==> src/rtl/seg_pkg.sv <==
`default_nettype none
// +-----------------------------------------------------------------------+
// | seg_pkg : shared constants and types for the seven-segment scanner     |
// | Revision: 1.0                                                          |
// +-----------------------------------------------------------------------+
package seg_pkg;

    localparam int NUM_SEGS = 7;

    typedef logic [NUM_SEGS-1:0] seg_glyph_t;

    // Bit order is g..a, so bit 0 drives segment a.
    localparam seg_glyph_t C_GLYPH_LUT [16] = '{
        7'h3F, 7'h06, 7'h5B, 7'h4F, 7'h66, 7'h6D, 7'h7D, 7'h07,
        7'h7F, 7'h6F, 7'h77, 7'h7C, 7'h39, 7'h5E, 7'h79, 7'h71
    };

endpackage
`default_nettype wire

==> src/rtl/seg_hex_glyph.sv <==
`default_nettype none
// +-----------------------------------------------------------------------+
// | seg_hex_glyph : combinational nibble to hex seven-segment glyph       |
// | Revision: 1.0                                                          |
// +-----------------------------------------------------------------------+
module seg_hex_glyph
    import seg_pkg::*;
(
    input  logic [3:0]  nibble,
    output seg_glyph_t  seg
);

    assign seg = C_GLYPH_LUT[nibble];

endmodule
`default_nettype wire

==> src/rtl/seg_scan_driver.sv <==
`default_nettype none
// +-----------------------------------------------------------------------+
// | seg_scan_driver : time-multiplexed, double-buffered hex display driver |
// | Optional macro SEG_BRIGHTNESS_EN adds a 4-bit duty-cycle input.        |
// | Revision: 1.0                                                          |
// +-----------------------------------------------------------------------+
module seg_scan_driver
    import seg_pkg::*;
#(
    parameter int NUM_DIGITS  = 4,
    parameter int REFRESH_DIV = 50000,
    parameter int DIV_W       = $clog2(REFRESH_DIV)
)
(
    input  logic                    clk,
    input  logic                    rst_n,
    input  logic                    enable,
    input  logic                    load,
    input  logic [4*NUM_DIGITS-1:0] data_in,
    input  logic [NUM_DIGITS-1:0]   dp_in,
    input  logic                    blank_lz,
`ifdef SEG_BRIGHTNESS_EN
    input  logic [3:0]              brightness,
`endif
    output logic [NUM_SEGS-1:0]     seg,
    output logic                    dp,
    output logic [NUM_DIGITS-1:0]   digit_sel,
    output logic                    frame_done
);

    localparam int                 C_IDX_W    = (NUM_DIGITS > 1) ? $clog2(NUM_DIGITS) : 1;
    localparam logic [DIV_W-1:0]   C_DIV_MAX  = DIV_W'(REFRESH_DIV - 1);
    localparam logic [C_IDX_W-1:0] C_LAST_IDX = C_IDX_W'(NUM_DIGITS - 1);

    logic [DIV_W-1:0]          div_q, div_d;
    logic [C_IDX_W-1:0]        idx_q, idx_d;
    logic [4*NUM_DIGITS-1:0]   act_q, act_d;
    logic [NUM_DIGITS-1:0]     act_dp_q, act_dp_d;
    logic [4*NUM_DIGITS-1:0]   pend_q, pend_d;
    logic [NUM_DIGITS-1:0]     pend_dp_q, pend_dp_d;
    logic                      pend_valid_q, pend_valid_d;
    logic [NUM_SEGS-1:0]       seg_q, seg_d;
    logic                      dp_q, dp_d;
    logic [NUM_DIGITS-1:0]     digit_sel_q, digit_sel_d;
    logic                      frame_done_q, frame_done_d;

    logic                      w_tc;
    logic                      w_boundary;
    logic [3:0]                w_nibble;
    logic                      w_dp_cur;
    logic                      w_blank_cur;
    logic                      w_bright_on;
    seg_glyph_t                w_glyph;
    logic [NUM_DIGITS-1:0]     w_blank;
    logic [NUM_DIGITS:1]       w_zero_above;

    // A digit is blanked only when it and every more significant nibble are zero.
    assign w_zero_above[NUM_DIGITS] = 1'b1;
    assign w_blank[0]               = 1'b0;

    generate
        for (genvar k = 1; k < NUM_DIGITS; k++) begin : g_lz
            assign w_zero_above[k] = w_zero_above[k+1] && (act_q[4*k +: 4] == 4'h0);
            assign w_blank[k]      = blank_lz && w_zero_above[k];
        end
    endgenerate

    always_comb begin
        w_nibble    = 4'h0;
        w_dp_cur    = 1'b0;
        w_blank_cur = 1'b0;
        for (int k = 0; k < NUM_DIGITS; k++) begin
            if (idx_q == C_IDX_W'(k)) begin
                w_nibble    = act_q[4*k +: 4];
                w_dp_cur    = act_dp_q[k];
                w_blank_cur = w_blank[k];
            end
        end
    end

    seg_hex_glyph u_glyph (
        .nibble (w_nibble),
        .seg    (w_glyph)
    );

`ifdef SEG_BRIGHTNESS_EN
    logic [31:0] w_bright_lim;
    assign w_bright_lim = ((32'(brightness) + 32'd1) * 32'(REFRESH_DIV)) / 32'd16;
    assign w_bright_on  = (32'(div_q) < w_bright_lim);
`else
    assign w_bright_on  = 1'b1;
`endif

    assign w_tc       = enable && (div_q == C_DIV_MAX);
    assign w_boundary = w_tc && (idx_q == C_LAST_IDX);

    always_comb begin
        div_d = div_q;
        idx_d = idx_q;
        if (enable) begin
            if (w_tc) begin
                div_d = '0;
                idx_d = (idx_q == C_LAST_IDX) ? '0 : idx_q + 1'b1;
            end else begin
                div_d = div_q + 1'b1;
            end
        end
    end

    // Active data only changes at the frame boundary, so a frame never tears.
    always_comb begin
        pend_d       = pend_q;
        pend_dp_d    = pend_dp_q;
        pend_valid_d = pend_valid_q;
        act_d        = act_q;
        act_dp_d     = act_dp_q;
        if (load) begin
            pend_d       = data_in;
            pend_dp_d    = dp_in;
            pend_valid_d = 1'b1;
        end
        if (w_boundary) begin
            if (load) begin
                act_d        = data_in;
                act_dp_d     = dp_in;
                pend_valid_d = 1'b0;
            end else if (pend_valid_q) begin
                act_d        = pend_q;
                act_dp_d     = pend_dp_q;
                pend_valid_d = 1'b0;
            end
        end
    end

    always_comb begin
        seg_d        = (enable && !w_blank_cur) ? w_glyph : '0;
        dp_d         = enable && w_dp_cur;
        digit_sel_d  = (enable && w_bright_on) ? (NUM_DIGITS'(1) << idx_q) : '0;
        frame_done_d = w_boundary;
    end

    always_ff @(posedge clk or negedge rst_n) begin
        if (!rst_n) begin
            div_q        <= '0;
            idx_q        <= '0;
            act_q        <= '0;
            act_dp_q     <= '0;
            pend_q       <= '0;
            pend_dp_q    <= '0;
            pend_valid_q <= 1'b0;
            seg_q        <= '0;
            dp_q         <= 1'b0;
            digit_sel_q  <= '0;
            frame_done_q <= 1'b0;
        end else begin
            div_q        <= div_d;
            idx_q        <= idx_d;
            act_q        <= act_d;
            act_dp_q     <= act_dp_d;
            pend_q       <= pend_d;
            pend_dp_q    <= pend_dp_d;
            pend_valid_q <= pend_valid_d;
            seg_q        <= seg_d;
            dp_q         <= dp_d;
            digit_sel_q  <= digit_sel_d;
            frame_done_q <= frame_done_d;
        end
    end

    assign seg        = seg_q;
    assign dp         = dp_q;
    assign digit_sel  = digit_sel_q;
    assign frame_done = frame_done_q;

endmodule
`default_nettype wire

==> config.mk <==
export PLATFORM = sky130hd
export DESIGN_NAME = seg_scan_driver
export DESIGN_NICKNAME = d
export VERILOG_FILES = /design/src/rtl/seg_pkg.sv /design/src/rtl/seg_hex_glyph.sv /design/src/rtl/seg_scan_driver.sv
export SDC_FILE = /design/constraint.sdc
export NUM_CORES = 1
export LEC_CHECK = 0
export ABC_AREA = 1
export BUFFER_PORTS_ARGS = -buffer_cell sky130_fd_sc_hd__buf_2
export CORE_ASPECT_RATIO = 0.9
export CORE_UTILIZATION = 35
export CTS_CLUSTER_SIZE = 10
export DETAILED_ROUTE_END_ITERATION = 7
export PLACE_DENSITY = 0.56
export SYNTH_ARGS = -nofsm -noshare
export SYNTH_HDL_FRONTEND = slang
export SYNTH_SLANG_ARGS = --single-unit
==> constraint.sdc <==
create_clock -name clk -period 3.4 [get_ports clk]
set_input_delay 0.17 -clock clk [delete_from_list [all_inputs] [get_ports clk]]
set_output_delay 0.17 -clock clk [all_outputs]
set_load 0.1 [all_outputs]
==> impl_metrics.tcl <==
set metrics [dict create \
    run_status "finished clean" \
    synth_largest_type_area_fraction_pct 50.9 \
    max_stage_delay_ps 420 \
    portion_of_the_clock_cycle_consumed_by_the_worst_path_in_the_final_layout_pct 68.8 \
    slew_viol_final 0 \
    power_leakage_uw 0.00224 \
    via_count 2832 \
    clk_pin_slew_ps 90 \
    antenna_found_initial 0 \
    drc_errors 0 \
    power.combinational.fraction_pct 12.2 \
    timing.rr.start "idx_q[0]" \
    share_clk_of_total_power_pct 35.8 \
    internal_power_uw 1330 \
    place_worst_setup_slack_ps 1110 \
    hold_path_depth 3 \
    yosys_warnings 0 \
    worst_r2r_endpoint "seg[3]" \
    worst_case_setup_margin_in_the_final_layout_ps 1060 \
    crit_path_top_delay_cell "sky130_fd_sc_hd__dfrtp_1" \
    crit_path_end_kind "flip-flop" \
    crit_path_frequent_cell "sky130_fd_sc_hd__nor2_1" \
    p_seq_share_pct 51.9 \
    clock_insertion_delay_worst_skew_ps 350 \
    synth-async-reset-ratio_pct 100 \
    cts_sinks 72 \
    maximum_number_of_pins_on_one_net_before_global_route_repair 53 \
    maxCapViolCount 0 \
    finalWirelength_mm 7.16 \
    synth_area_leader_cell "sky130_fd_sc_hd__dfrtp_1" \
    arrival_ps 2620 \
    cts.htree.levels 3 \
    row_cnt 34 \
    grt_setup_unrepaired "false" \
    number_of_flops_mapped_to_enable_cells_by_yosys 0 \
    cts_resized 0 \
    overflow 0 \
    swShare_pct 28.9 \
    final.min_clock_period_ps 2340 \
    startpoint_type "flip-flop" \
    placement.cell_area_um2 3840 \
    hpwlAfterDp_mm 5.38 \
    postSynthCellCount 449 \
    mappedNetlistArea_um2 3540 \
    final_cell_area_um2 4040 \
    dr.first_iter.drc_count 125 \
    post_cts.repair.setup_buffers 0 \
    cp_data_required_time_ps 3680 \
    synth_ff_type "sky130_fd_sc_hd__dfrtp_1" \
    maxSlewHeadroom_pct 61.3 \
    min_path_type "input pin to flip-flop" \
    area_growth_syn_to_layout_pct 14.2 \
    p_switching_uw 539 \
    worstPathCellList "inv_1 > ha_1 > inv_2 > nor2_1 > nor2_1 > a21oi_1 > inv_1 > ha_1 > o21ai_1 > nor2_1 > nor2_1" \
    buffer_ports.inserted 37 \
    numCtsBuffers 9 \
    drt-vias-per-instance 4.58 \
    synth.top_cells.by_area "sky130_fd_sc_hd__dfrtp_1 (51%), sky130_fd_sc_hd__nand2_1 (18%), sky130_fd_sc_hd__nand3_1 (6.1%)" \
    grt_first_pass_wirelength_mm 12.8 \
    routabilityCongestion 0.807 \
    dieWidth_um 108 \
    powerDensity_nw_per_um2 462 \
    worst_ir_drop_vdd_v 0.000198 \
    starting_utilization_of_the_core_area_pct 36.3 \
    tritoncts_clock_tree "done" \
    worst-slew-pin-transition_ps 580 \
    routed_wire_length_per_instance_um 11.6 \
    cts.root.buffer_cell "sky130_fd_sc_hd__clkbuf_8" \
    ys_top_cells_by_count "sky130_fd_sc_hd__nand2_1 (172), sky130_fd_sc_hd__dfrtp_1 (72), sky130_fd_sc_hd__nand3_1 (43)" \
    min-delay-start "data_in[7]" \
    timing.reg2reg.setup_slack_ps 1060 \
    achievable-frequency_mhz 428 \
    finalSetupViolations 0 \
    critPathMaxFanout 8 \
    fin_worst_skew_ps 14.7 \
    die-area_um2 10500 \
    sequential_to_total_area_share_from_yosys_stat_pct 50.9 \
    design.final.nets 524 \
    hold_viol_final 0 \
    reg2reg_depth 11 \
    insertedDiodeCount 0 \
    dieHeight_um 97.4 \
    grt.total_usage_pct 15.6 \
    dr.pass1.iters 4 \
    synth.ff_latch_count 72 \
    grt_pass1_vias 2747 \
    setup_total_negative_slack_ps 0 \
    floorplan.io_pins 38 \
    clockBufferDepth 2 \
    synth_cell_type_count 26 \
    holdPathEnd "pend_q[7]" \
    cts_hold_buf 1 \
    timing_worst_setup_path_type "flip-flop to flip-flop" \
    final_layout_size_suffix_gt1_share_pct 14.4 \
    syn_nets 485 \
    synthesis.area_per_instance_um2 7.88 \
    core_area_um2 9740 \
    antenna_violating_nets_post_route 0 \
    synth_most_common_cell "sky130_fd_sc_hd__nand2_1" \
    finalPower_uw 1870 \
]
worst max path at each step:
stage,start,to,slack [ps],cells after the start
detailed placement,idx_q[0],seg[3],1110,11
finish,idx_q[0],seg[3],1060,11
global route,idx_q[0],seg[3],830,13
global placement,idx_q[0],seg[3],1180,11
floorplan,idx_q[0],seg[3],1400,11
CTS,idx_q[0],seg[3],1100,11
routing by layer:
metal,up-vias,share of wire (%),track usage [%]
met5,-,0,0
met3,13,4.1,4.23
li1,1484,-,-
met2,48,42,22.1
met1,1287,53,22.2
met4,0,1.6,6.32
power by group through the flow:
stage               sequential (uW)  combinational [uW]  clock (uW)
detailed placement              986                 230           0
global route                    979                 267         728
floorplan                      1010                 132           0
finish                          969                 228         668
global placement                987                 229           0
CTS                             969                 233         702
final cells by class:
cell class              count  area [um2]
clock inverters             6        70.1
well taps                 126         158
flip-flops and latches     72        1800
clock buffers               9         124
repair buffers             41         230
inverters                  44         165
fillers                  1037        5700
multi-input cells         320        1490
critical path, delay by kind of cell (launching register included):
kind / cells / cell delay, ps
buffers and inverters: 3 / 370
AND/OR/NAND/NOR: 4 / 310
flip-flops: 1 / 420
AO/OA/AOI/OAI: 2 / 590
adder cells (fa/ha/maj): 2 / 590
cells in the final DEF, fill, tap and decap left out:
master	count
sky130_fd_sc_hd__o21a_1	1
sky130_fd_sc_hd__nand2_1	172
sky130_fd_sc_hd__nand3_1	43
sky130_fd_sc_hd__clkinvlp_4	3
sky130_fd_sc_hd__nor2_4	1
sky130_fd_sc_hd__nand2_2	1
sky130_fd_sc_hd__nor3_4	1
sky130_fd_sc_hd__inv_2	10
sky130_fd_sc_hd__or2_1	2
sky130_fd_sc_hd__xor2_1	3
sky130_fd_sc_hd__ha_1	11
sky130_fd_sc_hd__buf_2	37
sky130_fd_sc_hd__bufinv_16	1
sky130_fd_sc_hd__clkinv_4	1
sky130_fd_sc_hd__clkbuf_8	9
sky130_fd_sc_hd__nor3_2	2
sky130_fd_sc_hd__o21ai_0	9
sky130_fd_sc_hd__nand3_4	1
sky130_fd_sc_hd__o21ai_1	4
sky130_fd_sc_hd__nor2_1	37
sky130_fd_sc_hd__a21oi_1	18
sky130_fd_sc_hd__nand4_1	4
sky130_fd_sc_hd__buf_4	2
sky130_fd_sc_hd__or2_0	1
sky130_fd_sc_hd__inv_6	1
sky130_fd_sc_hd__nor3b_1	1
sky130_fd_sc_hd__inv_1	34
sky130_fd_sc_hd__buf_12	1
sky130_fd_sc_hd__nand3b_1	1
sky130_fd_sc_hd__dlygate4sd3_1	1
sky130_fd_sc_hd__dfrtp_1	72
sky130_fd_sc_hd__nor3_1	7
stage by stage:
step	cells	util [%]	hold WS [ps]
final	618	41.5	45.6
after global routing	618	41.5	40.2
after CTS	618	41.5	22.4
after detailed placement	602	39.4	162
after global placement	602	39.4	162
after floorplan	449	-	-126
registers in the layout, indices dropped and copies added, names as in the netlist, 2 cells and up:
name,flops
act_q,16
digit_sel,4
act_dp_q,4
seg,7
div_q,16
pend_dp_q,4
pend_q,16
idx_q,2
logic make-up (layout without fill, tap and decap cells):
| family | after synthesis | after routing | synth area share, % |
|---|---|---|---|
| compound gates | 32 | 32 | 4.60 |
| simple gates | 274 | 274 | 32.9 |
| buf+inv | 57 | 100 | 6.90 |
| xor+xnor | 3 | 3 | 0.743 |
| fa+ha+maj | 11 | 11 | 3.89 |
| flops | 72 | 72 | 50.9 |
No activity file was read; power rests on OpenSTA's default activity.
